$ cat config.mk
export PLATFORM = sky130hd
export DESIGN_NAME = ctrl_sequencer
export DESIGN_NICKNAME = d
export VERILOG_FILES = /design/src/rtl/mini_cpu_pkg.sv /design/src/rtl/reg_field_decoder.sv /design/src/rtl/ctrl_sequencer.sv
export SDC_FILE = /design/constraint.sdc
export NUM_CORES = 1
export LEC_CHECK = 0
export CORE_ASPECT_RATIO = 0.9
export CORE_MARGIN = 3
export CORE_UTILIZATION = 33
export DETAILED_ROUTE_END_ITERATION = 7
export GPL_TIMING_DRIVEN = 0
export PLACE_DENSITY = 0.82
export SLEW_MARGIN = 40
export SYNTH_ARGS = -nofsm -noshare
export SYNTH_HDL_FRONTEND = slang
export SYNTH_SLANG_ARGS = --single-unit
$ cat constraint.sdc
create_clock -name Clock -period 2.3 [get_ports Clock]
set_clock_uncertainty 0.05 [all_clocks]
set_input_delay 0.23 -clock Clock [delete_from_list [all_inputs] [get_ports Clock]]
set_output_delay 0.23 -clock Clock [all_outputs]
set_load 0.01 [all_outputs]
$ cat src/rtl/mini_cpu_pkg.sv
// -----------------------------------------------------------------------------
// mini_cpu_pkg
//   Shared definitions for the mini CPU control path: opcode values, IR field
//   positions, instruction classes, sequencer state encoding and the
//   opcode -> class helper.
// -----------------------------------------------------------------------------
package mini_cpu_pkg;

  localparam int OPCODE_W = 5;
  localparam int FIELD_W  = 4;

  // IR field positions
  localparam int OPC_MSB = 31;
  localparam int OPC_LSB = 27;
  localparam int RA_MSB  = 26;
  localparam int RA_LSB  = 23;
  localparam int RB_MSB  = 22;
  localparam int RB_LSB  = 19;
  localparam int RC_MSB  = 18;
  localparam int RC_LSB  = 15;

  // Opcodes
  localparam logic [OPCODE_W-1:0] OP_ADD  = 5'b00011;
  localparam logic [OPCODE_W-1:0] OP_SUB  = 5'b00100;
  localparam logic [OPCODE_W-1:0] OP_AND  = 5'b00101;
  localparam logic [OPCODE_W-1:0] OP_OR   = 5'b00110;
  localparam logic [OPCODE_W-1:0] OP_SHR  = 5'b00111;
  localparam logic [OPCODE_W-1:0] OP_SHL  = 5'b01000;
  localparam logic [OPCODE_W-1:0] OP_NOT  = 5'b01001;
  localparam logic [OPCODE_W-1:0] OP_NEG  = 5'b01010;
  localparam logic [OPCODE_W-1:0] OP_MUL  = 5'b01011;
  localparam logic [OPCODE_W-1:0] OP_DIV  = 5'b01100;
  localparam logic [OPCODE_W-1:0] OP_NOP  = 5'b11000;
  localparam logic [OPCODE_W-1:0] OP_HALT = 5'b11011;

  // Execute-sequence families
  typedef enum logic [2:0] {
    CLS_ALU3   = 3'd0,  // Rb -> Y, Y op Rc -> Z, Z -> Ra
    CLS_ALU2   = 3'd1,  // op Rb -> Z, Z -> Ra
    CLS_MULDIV = 3'd2,  // Rb -> Y, Y op Rc -> Z(hi:lo), lo -> LO, hi -> HI
    CLS_NOP    = 3'd3,  // also every undefined opcode
    CLS_HALT   = 3'd4
  } op_class_e;

  // Sequencer states (4-bit)
  typedef enum logic [3:0] {
    ST_IDLE   = 4'd0,
    ST_T0     = 4'd1,
    ST_T1     = 4'd2,
    ST_T2     = 4'd3,
    ST_T3     = 4'd4,
    ST_T4     = 4'd5,
    ST_T5     = 4'd6,
    ST_T6     = 4'd7,
    ST_HALTED = 4'd8
  } state_e;

  function automatic op_class_e classify(input logic [OPCODE_W-1:0] opcode);
    op_class_e cls;
    case (opcode)
      OP_ADD, OP_SUB, OP_AND, OP_OR, OP_SHR, OP_SHL: cls = CLS_ALU3;
      OP_NOT, OP_NEG:                                cls = CLS_ALU2;
      OP_MUL, OP_DIV:                                cls = CLS_MULDIV;
      OP_HALT:                                       cls = CLS_HALT;
      default:                                       cls = CLS_NOP;
    endcase
    return cls;
  endfunction

endpackage

$ cat src/rtl/reg_field_decoder.sv
// -----------------------------------------------------------------------------
// reg_field_decoder
//   Decodes a 4-bit register field into a one-hot register select.
//   Ports:
//     field   in  4     register number
//     en      in  1     0 forces the output to all zeros
//     onehot  out NREG  bit n set when en=1 and field=n
// -----------------------------------------------------------------------------
module reg_field_decoder #(
  parameter int NREG = 16
) (
  input  logic [3:0]      field,
  input  logic            en,
  output logic [NREG-1:0] onehot
);

  always_comb begin
    onehot = '0;
    if (en) onehot[field] = 1'b1;
  end

endmodule

$ cat src/rtl/ctrl_sequencer.sv
// -----------------------------------------------------------------------------
// ctrl_sequencer
//   Hardwired control unit for the mini CPU. Runs fetch (T0-T2) and then an
//   opcode-specific execute sequence, one micro-step per Clock, driving the
//   data_path strobes. Outputs are Moore-decoded from the state register plus
//   the IR fields, so they are stable for the whole cycle.
//
//   Optional feature: define CTRL_STEP_EN to add a 'step' input. Leaving IDLE
//   then also needs a one-cycle step pulse, and every instruction returns to
//   IDLE when it finishes, giving single-instruction stepping.
//
//   Ports:
//     Clock        in   1     rising-edge clock
//     clear        in   1     asynchronous active-low reset
//     run          in   1     1 = keep executing, 0 = stop at next boundary
//     mem_ready    in   1     memory read complete (looked at in T1 only)
//     step         in   1     single-step pulse (CTRL_STEP_EN builds only)
//     ir           in   32    opcode [31:27], Ra [26:23], Rb [22:19], Rc [18:15]
//     PCout..IRin  out  1     fetch strobes
//     Yin..HIin    out  1     execute strobes
//     Rin          out  NREG  one-hot register write enable
//     Rout         out  NREG  one-hot register bus drive
//     op           out  OPW   ALU opcode, 0 outside the steps that use it
//     instr_done   out  1     high in the last step of every instruction
//     halted       out  1     sticky after HALT retires, cleared by clear
// -----------------------------------------------------------------------------
module ctrl_sequencer
  import mini_cpu_pkg::*;
#(
  parameter int OPW  = 5,
  parameter int NREG = 16
) (
  input  logic            Clock,
  input  logic            clear,
  input  logic            run,
  input  logic            mem_ready,
`ifdef CTRL_STEP_EN
  input  logic            step,
`endif
  input  logic [31:0]     ir,
  output logic            PCout,
  output logic            InPC,
  output logic            MARin,
  output logic            PCin,
  output logic            Read,
  output logic            MDRin,
  output logic            MDRout,
  output logic            IRin,
  output logic            Yin,
  output logic            Zlowin,
  output logic            ZHighin,
  output logic            Zlowout,
  output logic            Zhighout,
  output logic            LOin,
  output logic            HIin,
  output logic [NREG-1:0] Rin,
  output logic [NREG-1:0] Rout,
  output logic [OPW-1:0]  op,
  output logic            instr_done,
  output logic            halted
);

  state_e                state;
  op_class_e             op_class;
  logic [OPCODE_W-1:0]   opcode;
  logic                  rin_en;
  logic                  rout_en;
  logic                  rout_sel_rc;   // 1: Rout addresses Rc, 0: Rb
  logic                  op_en;
  logic                  start_ok;      // IDLE may move to T0
  state_e                boundary_next; // where a finished instruction goes
  logic [FIELD_W-1:0]    rout_field;
  logic                  unused_ir;

  assign opcode    = ir[OPC_MSB:OPC_LSB];
  assign op_class  = classify(opcode);
  assign unused_ir = ^ir[RC_LSB-1:0];

`ifdef CTRL_STEP_EN
  assign start_ok      = run & step;
  assign boundary_next = ST_IDLE;
`else
  assign start_ok      = run;
  assign boundary_next = run ? ST_T0 : ST_IDLE;
`endif

  // NOTE: sequential state uses non-blocking assignments so every flop
  // samples pre-edge values, independent of statement order.
  always_ff @(posedge Clock or negedge clear) begin
    if (!clear) begin
      state  <= ST_IDLE;
      halted <= 1'b0;
    end else begin
      case (state)
        ST_IDLE: if (start_ok) state <= ST_T0;
        ST_T0:   state <= ST_T1;
        ST_T1:   if (mem_ready) state <= ST_T2;
        ST_T2:   state <= ST_T3;
        ST_T3: begin
          case (op_class)
            CLS_ALU3, CLS_ALU2, CLS_MULDIV: state <= ST_T4;
            CLS_HALT: begin
              state  <= ST_HALTED;
              halted <= 1'b1;
            end
            default: state <= boundary_next;
          endcase
        end
        ST_T4:     state <= (op_class == CLS_ALU2) ? boundary_next : ST_T5;
        ST_T5:     state <= (op_class == CLS_MULDIV) ? ST_T6 : boundary_next;
        ST_T6:     state <= boundary_next;
        ST_HALTED: state <= ST_HALTED;
        default:   state <= ST_IDLE;
      endcase
    end
  end

  // NOTE: every output of this block gets a default first; a path that
  // leaves one unassigned would infer a latch.
  always_comb begin
    PCout       = 1'b0;
    InPC        = 1'b0;
    MARin       = 1'b0;
    PCin        = 1'b0;
    Read        = 1'b0;
    MDRin       = 1'b0;
    MDRout      = 1'b0;
    IRin        = 1'b0;
    Yin         = 1'b0;
    Zlowin      = 1'b0;
    ZHighin     = 1'b0;
    Zlowout     = 1'b0;
    Zhighout    = 1'b0;
    LOin        = 1'b0;
    HIin        = 1'b0;
    rin_en      = 1'b0;
    rout_en     = 1'b0;
    rout_sel_rc = 1'b0;
    op_en       = 1'b0;
    instr_done  = 1'b0;

    case (state)
      ST_T0: begin
        PCout  = 1'b1;
        MARin  = 1'b1;
        InPC   = 1'b1;
        Zlowin = 1'b1;
      end
      ST_T1: begin
        Zlowout = 1'b1;
        PCin    = 1'b1;
        Read    = 1'b1;
        MDRin   = 1'b1;
      end
      ST_T2: begin
        MDRout = 1'b1;
        IRin   = 1'b1;
      end
      ST_T3: begin
        case (op_class)
          CLS_ALU3, CLS_MULDIV: begin
            rout_en = 1'b1;
            Yin     = 1'b1;
          end
          CLS_ALU2: begin
            rout_en = 1'b1;
            op_en   = 1'b1;
            Zlowin  = 1'b1;
          end
          default: instr_done = 1'b1;  // NOP, HALT and undefined opcodes
        endcase
      end
      ST_T4: begin
        case (op_class)
          CLS_ALU3, CLS_MULDIV: begin
            rout_en     = 1'b1;
            rout_sel_rc = 1'b1;
            op_en       = 1'b1;
            Zlowin      = 1'b1;
            ZHighin     = (op_class == CLS_MULDIV);
          end
          CLS_ALU2: begin
            Zlowout    = 1'b1;
            rin_en     = 1'b1;
            instr_done = 1'b1;
          end
          default: ;
        endcase
      end
      ST_T5: begin
        case (op_class)
          CLS_ALU3: begin
            Zlowout    = 1'b1;
            rin_en     = 1'b1;
            instr_done = 1'b1;
          end
          CLS_MULDIV: begin
            Zlowout = 1'b1;
            LOin    = 1'b1;
          end
          default: ;
        endcase
      end
      ST_T6: begin
        if (op_class == CLS_MULDIV) begin
          Zhighout   = 1'b1;
          HIin       = 1'b1;
          instr_done = 1'b1;
        end
      end
      default: ;  // IDLE and HALTED drive nothing
    endcase
  end

  assign op         = op_en ? OPW'(opcode) : '0;
  assign rout_field = rout_sel_rc ? ir[RC_MSB:RC_LSB] : ir[RB_MSB:RB_LSB];

  reg_field_decoder #(.NREG(NREG)) u_rin_dec (
    .field  (ir[RA_MSB:RA_LSB]),
    .en     (rin_en),
    .onehot (Rin)
  );

  reg_field_decoder #(.NREG(NREG)) u_rout_dec (
    .field  (rout_field),
    .en     (rout_en),
    .onehot (Rout)
  );

endmodule

==> flow_metrics.env, run 1 <==
export IMPL_synthMuxAreaShare_pct=7.69
export IMPL_rows=18
export IMPL_root_buffer="clkbuf_4"
export IMPL_period_needed_ns=2.45
export IMPL_grt_remaining_overflow=0
export IMPL_final_area_um2=2290
export IMPL_finalSetupViolCount=25
export IMPL_drive_above_1_share_pct=56.6
export IMPL_finalWirelength_mm=4.57
export IMPL_slew_viol_final=0
export IMPL_rsz0062_at_grt="yes"
export IMPL_insertedDiodeCount=0
export IMPL_start_util_pct=36.7
export IMPL_antenna_found_initial=0
export IMPL_clk_latency_ns=0.24
export IMPL_endpoint_kind="output port"
export IMPL_cts_sinks=5
export IMPL_p_leak_nw=1.05
export IMPL_worst_slack_ns=-0.151
export IMPL_synth_top_family_by_area="simple AND/OR/NAND/NOR gates"
export IMPL_cp_common_cell="buf_6"
export IMPL_remaining_drc_errors=0
export IMPL_syn_nets=191
export IMPL_cp_data_required_time_ns=2.02
export IMPL_grt_pass1_wl_mm=6.36
export IMPL_synth_adder_area_share_pct=2.33
export IMPL_p_sw_share_pct=43.5
export IMPL_tightest_slew_ns=0.529
export IMPL_critical_path_class="flop to output port"
export IMPL_startpoint_type="flop"
export IMPL_synth_edf_count=0
export IMPL_cts_tree="yes"
export IMPL_dieArea_um2=3970
export IMPL_wl_per_cell_um=15.7
export IMPL_grt_util_all_layers_pct=20.1
export IMPL_clockPowerShare_pct=7.0
export IMPL_crit_fanout=9
export IMPL_irDropWorstVdd_mv=0.738
export IMPL_yosys_area_top_type_share_pct=14.9
export IMPL_vias_per_cell=5.36
export IMPL_dieHeight_um=60.1
export IMPL_p_seq_share_pct=10.6
export IMPL_grt_max_degree=11
export IMPL_status="complete, but fails checks"
export IMPL_grt_pass1_vias=1375
export IMPL_power_density_nw_per_um2=631
export IMPL_synth_seq_cells=5
export IMPL_cp_arrival_ns=2.17
export IMPL_multi_input_area_um2=1120
export IMPL_yosysUniqueCellTypes=43
export IMPL_maxCapViolations=0
export IMPL_crit_slowest_cell="dfrtp_1"
export IMPL_worstPathCellList="buf_6 -> nand2b_4 -> mux2i_2 -> a2bb2oi_2 -> or3_1 -> buf_6 -> buf_12 -> nor3_2 -> buf_2"
export IMPL_period_share_pct=107
export IMPL_clkTransAtPathRegs_ns=0.05
export IMPL_hold_path_class="primary input to async pin"
export IMPL_ios=90
export IMPL_reg2reg_depth=5
export IMPL_numCtsBuffers=3
export IMPL_async_flop_share_pct=100
export IMPL_synth_simple_area_share_pct=51.6
export IMPL_htree_levels=1
export IMPL_fmax_mhz=408
export IMPL_p_comb_share_pct=82.4
export IMPL_finalNonFillerCells=291
export IMPL_synth_xor_area_share_pct=0
export IMPL_regArea_um2=125
export IMPL_nFillCells=201
export IMPL_ys_seq_area_share_pct=11.7
export IMPL_post_synth_top_area_cell="nor3_1"
export IMPL_relSlewSlack_pct=64.7
export IMPL_coreArea_um2=2930
export IMPL_hold_violations=0
export IMPL_avgSynthCellArea_um2=7.02
export IMPL_synth_flop_cell="dfrtp_1"
export IMPL_via_count=1559
export IMPL_firstDrtPassIters=4
export IMPL_drtIter0Drc=91
export IMPL_synth_compound_area_share_pct=14.8
export IMPL_synthCells=153
export IMPL_syn_area_um2=1070
export IMPL_p_switching_w=0.000628
export IMPL_die_w_um=66.1
export IMPL_failed_checks="negative setup slack"
export IMPL_reg2reg_slack_ns=0.51
export IMPL_synth_area_leaders="nor3_1, dfrtp_1, mux2i_1, buf_4, nor2b_1"
export IMPL_yosys_warnings=0
export IMPL_syn2layout_area_growth_pct=113
export IMPL_power_internal_w=0.000816
export IMPL_dpl_cell_area_um2=1870
export IMPL_post_dp_hpwl_mm=2.90
export IMPL_nNetsFinal=290
export IMPL_cts_hold_buf=0
export IMPL_port_buffers=70
export IMPL_clk_path_buf_depth=2
export IMPL_post_place_cells=263
export IMPL_critPathMaxStageDelay_ns=0.39
export IMPL_ant_nets=0
export IMPL_gp_congestion=0.935
[power by group through the flow]
stage	clock network (W)	registers [W]	logic (W)
2_1_floorplan	0	0.000145	0.000505
3_3_place_gp	0	0.000143	0.000832
3_5_place_dp	0	0.000144	0.000838
4_1_cts	0.000104	0.000147	0.00102
5_1_grt	0.000115	0.000157	0.00126
6_report	0.000101	0.000153	0.00119
[per-stage QoR]
| step | hold slack (ns) | total power, W | setup WS [ns] | util, % | setup TNS (ns) |
|---|---|---|---|---|---|
| finish | 0.151 | 0.00144 | -0.151 | 78.2 | -2.13 |
| global placement | 0.387 | 0.000975 | -1.26 | 63.8 | -40.69 |
| CTS | 0.154 | 0.00127 | -0.0918 | 71.8 | -0.719 |
| detailed placement | 0.395 | 0.000982 | -1.30 | 63.8 | -41.99 |
| global route | 0.159 | 0.00154 | -0.260 | 78.2 | -4.77 |
| floorplan | -0.116 | 0.000649 | -0.0573 | - | -0.538 |
[logic make-up (layout without fill, tap and decap cells)]
| family | count (synthesis) | in the layout |
|---|---|---|
| AOI/OAI and AO/OA | 21 | 21 |
| adders and majority gates | 2 | 2 |
| buffers and inverters | 22 | 120 |
| DFF | 5 | 5 |
| muxes | 8 | 8 |
| other | 1 | 1 |
| and+or+nand+nor | 94 | 94 |
[path summary, 6_finish.rpt]
path | endpoint | from
min in group Clock | halted | halted
max in group asynchronous | state[2] | clear
min | state[1] | clear
min reg2reg | halted | halted
max | Rin[9] | state[1]
max reg2reg | state[0] | state[2]
[layer usage]
metal | wire length (um) | share of wire (%) | GRT usage, %
met1 | 1800 | 39 | 26.7
met5 | 0 | 0 | 0
met2 | 2180 | 48 | 33.7
met4 | 150 | 3.3 | 4.93
met3 | 443 | 9.7 | 3.76
[placed cells by master (no fill, tap or decap), types with 3 or more instances in the layout]
| master | n |
|---|---|
| nor2b_1 | 7 |
| nor3_1 | 5 |
| clkdlybuf4s15_1 | 3 |
| nor3_4 | 5 |
| nor4b_2 | 4 |
| inv_1 | 3 |
| a21oi_1 | 7 |
| buf_4 | 22 |
| nor2_1 | 7 |
| nor3_2 | 23 |
| dlymetal6s2s_1 | 4 |
| nand2_1 | 10 |
| dlygate4sd2_1 | 3 |
| clkbuf_4 | 3 |
| nand2b_1 | 5 |
| buf_6 | 9 |
| buf_2 | 34 |
| or3_1 | 3 |
| mux2i_4 | 3 |
| clkdlybuf4s50_1 | 23 |
| or2_2 | 4 |
| dfrtp_1 | 5 |
| and2_1 | 4 |
| buf_12 | 4 |
[sequential cells by signal, indices dropped and copies added, names as in the netlist]
name	cells
state	4
halted	1
[synth_stat cells, drive strengths merged, types with 5 or more instances]
cell type  count
buf           14
inv            6
nor2           9
nor2b          9
mux2i          6
nor3          33
nand2b         7
a21oi          8
dfrtp          5
nand2         11
[area by class of cell]
type | instances | share of cell area [%]
repair buffers | 94 | 35.3
flip-flops and latches | 5 | 5.46
well taps | 40 | 2.19
inverters | 6 | 1.20
clock buffers | 4 | 1.15
plain buffers | 16 | 5.57
multi-input cells | 126 | 49.1
[critical path: cells and delay by family (launching register included)]
kind	cells	cell delay [ns]
DFF	1	0.39
muxes	1	0.19
buffers and inverters	4	0.59
AOI/OAI and AO/OA	1	0.09
and+or+nand+nor	3	0.68
[timing repair]
| action | CTS | global route |
|---|---|---|
| setup endpoints to repair | 49 | 43 |
| pin swaps | 24 | 2 |
| setup buffers | 17 | 7 |
| resized for setup | 213 | 25 |
| gates cloned | 0 | 1 |
Note: power is estimated with default switching activity, not from simulation.
==> inputs of run 2 (changes only) <==
CORE_MARGIN = default   (was 3)
HOLD_SLACK_MARGIN = 0.1   (was default)
PLACE_DENSITY = 0.94   (was 0.82)
==> flow_metrics.env, run 2 (synthesized netlist as in run 1, its figures left out) <==
export IMPL_crit_reg2reg_launch="state[1]"
export IMPL_p_switching_w=0.000618
export IMPL_post_dp_hpwl_mm=2.71
export IMPL_startpoint_type="flop"
export IMPL_fmax_mhz=406
export IMPL_gp_congestion=0.851
export IMPL_slew_viol_final=0
export IMPL_grt_remaining_overflow=0
export IMPL_period_needed_ns=2.46
export IMPL_antenna_found_initial=0
export IMPL_hold_path_class="primary input to async pin"
export IMPL_via_count=1616
export IMPL_endpoint_kind="output port"
export IMPL_clkTransAtPathRegs_ns=0.05
export IMPL_rsz0062_at_grt="yes"
export IMPL_final_common_cell="buf_2"
export IMPL_reg2reg_slack_ns=0.50
export IMPL_final_cell_mix="buf_2, clkdlybuf4s50_1, nor3_2"
export IMPL_critical_path_class="flop to output port"
export IMPL_power_density_nw_per_um2=572
export IMPL_p_sw_share_pct=45.4
export IMPL_clockPowerShare_pct=7.7
export IMPL_root_buffer="clkbuf_4"
export IMPL_dieHeight_um=56.1
export IMPL_crit_fanout=5
export IMPL_clk_path_buf_depth=2
export IMPL_r2r_end="state[0]"
export IMPL_grt_pass1_vias=1477
export IMPL_largest_register="state"
export IMPL_largest_reg_flops=4
export IMPL_period_share_pct=107
export IMPL_wl_per_cell_um=15.3
export IMPL_port_buffers=70
export IMPL_start_util_pct=35.0
export IMPL_cp_data_required_time_ns=2.02
export IMPL_status="complete, but fails checks"
export IMPL_htree_levels=1
export IMPL_numCtsBuffers=3
export IMPL_syn2layout_area_growth_pct=121
export IMPL_ant_nets=0
export IMPL_dieArea_um2=3490
export IMPL_cp_arrival_ns=2.18
export IMPL_die_w_um=62.1
export IMPL_crit_start="state[1]"
export IMPL_rows=19
export IMPL_finalWirelength_mm=4.50
export IMPL_failed_checks="negative setup slack"
export IMPL_ios=90
export IMPL_worst_slack_ns=-0.162
export IMPL_remaining_drc_errors=0
export IMPL_clk_latency_ns=0.25
export IMPL_crit_path_end="Rin[10]"
export IMPL_largest_registers="state: 4 flops, halted: 1 flops"
export IMPL_power_internal_w=0.000742
export IMPL_reg2reg_depth=7
export IMPL_cts_tree="yes"
export IMPL_irDropWorstVdd_mv=0.343
export IMPL_power_w=0.00136
export IMPL_grt_util_all_layers_pct=23.0
export IMPL_vias_per_cell=5.50
export IMPL_tightest_slew_ns=0.940
export IMPL_drive_above_1_share_pct=59.9
export IMPL_drtIter0Drc=33
export IMPL_firstDrtPassIters=4
export IMPL_insertedDiodeCount=0
export IMPL_utilization_pct=77.5
export IMPL_grt_max_degree=11
export IMPL_p_leak_nw=1.05
export IMPL_hold_violations=0
export IMPL_p_comb_share_pct=79.5
export IMPL_maxCapViolations=0
export IMPL_relSlewSlack_pct=37.3
export IMPL_coreArea_um2=3070
export IMPL_cts_sinks=5
export IMPL_finalSetupViolCount=27
export IMPL_grt_pass1_wl_mm=6.49
export IMPL_p_seq_share_pct=12.9
export IMPL_nNetsFinal=291
## run 2: cell count changes in the layout (fill, tap and decap cells not counted), moves of 4 or more
cell,delta
clkbuf_2,+4
nor4_4,+4
buf_4,-5
buf_6,+11
## run 2: timing repair
item / CTS / global route
hold buffers: 0 / 0
cloned: 2 / 0
pin swaps: 29 / 7
resized for setup: 213 / 56
setup endpoints to repair: 49 / 42
setup buffers: 21 / 5
## run 2: how the worst min path moves through the flow
stage | from | cells after the start | endpoint | slack (ns)
2_1_floorplan | clear | 0 | halted | -0.12
3_3_place_gp | halted | 1 | halted | 0.40
3_5_place_dp | halted | 1 | halted | 0.40
4_1_cts | clear | 1 | state[2] | 0.15
5_1_grt | clear | 1 | state[2] | 0.15
6_report | clear | 1 | state[2] | 0.14
## run 2: routing by layer
| metal | vias up | global-route usage [%] | share of wire, % |
|---|---|---|---|
| met4 | 0 | 4.32 | 2.0 |
| met1 | 757 | 24.1 | 37 |
| li1 | 749 | - | - |
| met3 | 13 | 6.56 | 9.0 |
| met5 | - | 0 | 0 |
| met2 | 97 | 45.4 | 52 |
## run 2: power groups by stage
stage	Sequential, W	Combinational, W	Clock, W
2_1_floorplan	0.000145	0.000505	0
3_3_place_gp	0.000142	0.000811	0
3_5_place_dp	0.000143	0.000829	0
4_1_cts	0.000171	0.000968	0.000105
5_1_grt	0.000179	0.00115	0.000114
6_report	0.000175	0.00108	0.000104
## run 2: critical path, stage by stage (launching register included)
cell	delay (ns)
dfrtp_1	0.38
buf_6	0.13
nand2b_4	0.16
mux2i_1	0.20
a2bb2oi_2	0.09
or3_4	0.35
buf_6	0.15
buf_6	0.11
nor4b_2	0.18
buf_2	0.17
## run 2: area by class of cell
class | instances | area (um2)
plain buffers | 15 | 111
clock buffers | 4 | 26.3
fillers | 205 | 691
inverters | 6 | 27.5
multi-input cells | 126 | 1230
flip-flops and latches | 5 | 126
well taps | 42 | 52.6
repair buffers | 96 | 806
## run 2: stage by stage
step | cell area (um2) | instances | setup TNS (ns) | hold WS [ns] | worst slack [ns]
after floorplan | 1120 | 153 | -0.538 | -0.116 | -0.0573
after global placement | 1870 | 265 | -39.21 | 0.396 | -1.23
after detailed placement | 1870 | 265 | -41.01 | 0.402 | -1.26
after CTS | 2170 | 290 | -1.94 | 0.148 | -0.144
after global routing | 2380 | 294 | -3.79 | 0.151 | -0.216
final | 2380 | 294 | -1.58 | 0.142 | -0.162
==> inputs of run 3 (changes only) <==
CORE_UTILIZATION = 35   (was 33)
PLACE_DENSITY = 0.95   (was 0.94)
clock period = 3.1 ns   (was 2.3 ns; I/O delays follow)
==> flow_metrics.env, run 3 (synthesized netlist as in run 1, its figures left out) <==
export IMPL_relSlewSlack_pct=60.6
export IMPL_crit_slowest_cell="nor3_1"
export IMPL_final_common_cell="nor3_1"
export IMPL_insertedDiodeCount=0
export IMPL_dp_slack_ns=-0.626
export IMPL_numCtsBuffers=3
export IMPL_firstDrtPassIters=4
export IMPL_cpLargestDelayFamily="simple AND/OR/NAND/NOR gates"
export IMPL_fmax_mhz=344
export IMPL_maxCapViolations=0
export IMPL_crit_path_end="Rout[5]"
export IMPL_top_usage_layer="met2"
export IMPL_slew_viol_final=0
export IMPL_endpoint_kind="output port"
export IMPL_finalSetupTns_ns=0
export IMPL_path_buf_inv=2
export IMPL_period_needed_ns=2.91
export IMPL_crit_fanout=10
export IMPL_finalSetupViolCount=0
export IMPL_status="finished clean"
export IMPL_grt_util_all_layers_pct=21.1
export IMPL_drtIter0Drc=65
export IMPL_timing_hold_ws_ns=0.235
export IMPL_syn2layout_area_growth_pct=75.8
export IMPL_irDropWorstVdd_mv=0.396
export IMPL_cp_common_cell="nor3_1"
export IMPL_reg2reg_slack_ns=1.19
export IMPL_grt_pass1_vias=1192
export IMPL_rsz0062_at_grt="no"
export IMPL_critPathMaxStageDelay_ns=0.47
export IMPL_cp_data_required_time_ns=2.74
export IMPL_crit_reg2reg_launch="state[3]"
export IMPL_use_met2_pct=38.1
export IMPL_worst_slack_ns=0.193
export IMPL_p_leak_nw=0.896
export IMPL_coreArea_um2=2840
export IMPL_post_dp_hpwl_mm=2.81
export IMPL_die_w_um=60.4
export IMPL_remaining_drc_errors=0
export IMPL_grt_max_degree=11
export IMPL_tightest_slew_ns=0.587
export IMPL_via_count=1418
export IMPL_cp_arrival_ns=2.55
export IMPL_antenna_found_initial=0
export IMPL_period_share_pct=93.8
export IMPL_clkTransAtPathRegs_ns=0.04
export IMPL_power_density_nw_per_um2=427
export IMPL_r2r_end="state[0]"
export IMPL_wl_per_cell_um=13.4
export IMPL_crit_start="state[3]"
export IMPL_final_cell_mix="nor3_1, clkdlybuf4s50_1, dlygate4sd2_1"
export IMPL_hold_path_class="primary input to async pin"
export IMPL_clk_latency_ns=0.24
export IMPL_cts_tree="yes"
export IMPL_reg2reg_depth=5
export IMPL_ant_nets=0
export IMPL_worstPathCellList="clkbuf_1 -> nor2b_1 -> nand2_1 -> nor3_1 -> a22oi_2 -> nor3_1 -> dlygate4sd2_1"
export IMPL_rows=18
export IMPL_largest_register="state"
export IMPL_dpl_cell_area_um2=1820
export IMPL_critical_path_class="flop to output port"
export IMPL_power_w=0.000806
export IMPL_hold_violations=0
export IMPL_dieHeight_um=54.5
export IMPL_final_area_um2=1890
export IMPL_dieArea_um2=3290
export IMPL_clk_path_buf_depth=2
export IMPL_cts_hold_buf=0
export IMPL_port_buffers=70
export IMPL_htree_levels=1
export IMPL_nNetsFinal=269
export IMPL_largest_reg_flops=4
export IMPL_cts_sinks=5
export IMPL_gp_congestion=0.920
export IMPL_finalWirelength_mm=3.61
export IMPL_largest_registers="state: 4 flops, halted: 1 flops"
export IMPL_drive_above_1_share_pct=22.6
export IMPL_grt_use_met1_pct=25.4
export IMPL_ios=90
export IMPL_use_met3_pct=4.96
export IMPL_start_util_pct=37.8
export IMPL_startpoint_type="flop"
export IMPL_grt_remaining_overflow=0
export IMPL_grt_pass1_wl_mm=5.26
export IMPL_root_buffer="clkbuf_4"
export IMPL_path_depth=7
export IMPL_vias_per_cell=5.25
==> run 3: what timing repair did <==
item | CTS | global route
setup buffers | 3 | 0
cloned | 0 | 0
gates resized for setup | 61 | 19
setup endpoints to repair | 42 | 22
endpoints found under the hold margin | 0 | 0
pin swaps | 3 | 1
==> run 3: power breakdown <==
group	total [W]	internal, W	switching [W]
Clock	0.0000745	0.0000486	0.0000259
Sequential	0.000106	0.0000924	0.0000136
Combinational	0.000626	0.000302	0.000324
Total	0.000806	0.000443	0.000363
==> run 3: worst min-delay path by stage <==
stage                start        to  slack, ns  cells past startpoint
CTS                  clear    halted       0.23                      1
finish               clear  state[2]       0.23                      1
floorplan            clear    halted      -0.04                      0
detailed placement  halted    halted       0.39                      1
global placement    halted    halted       0.39                      1
global route         clear    halted       0.25                      1
==> run 3: area by class of cell <==
class	count	area (um2)
plain buffers	16	101
repair buffers	73	659
fillers	265	951
well taps	40	50.0
clock buffers	4	26.3
inverters	6	22.5
multi-input cells	126	902
flip-flops and latches	5	125
==> run 3: metrics by stage <==
step	cells	utilization, %
floorplan	153	-
detailed placement	263	64.3
CTS	270	66.2
finish	270	66.5
global placement	263	64.3
global route	270	66.5
==> run 3: worst register-to-register path, stage by stage, from the launching register on <==
cell and delay, ns:
dfrtp_1 0.38, clkbuf_1 0.23, nor2b_1 0.34, nand2_1 0.13, nor3_1 0.47, o32a_1 0.25
==> run 3: layer usage <==
layer,routed length (um),vias up
li1,-,700
met1,1470,630
met2,1810,76
met3,274,12
met4,54,0
met5,0,-
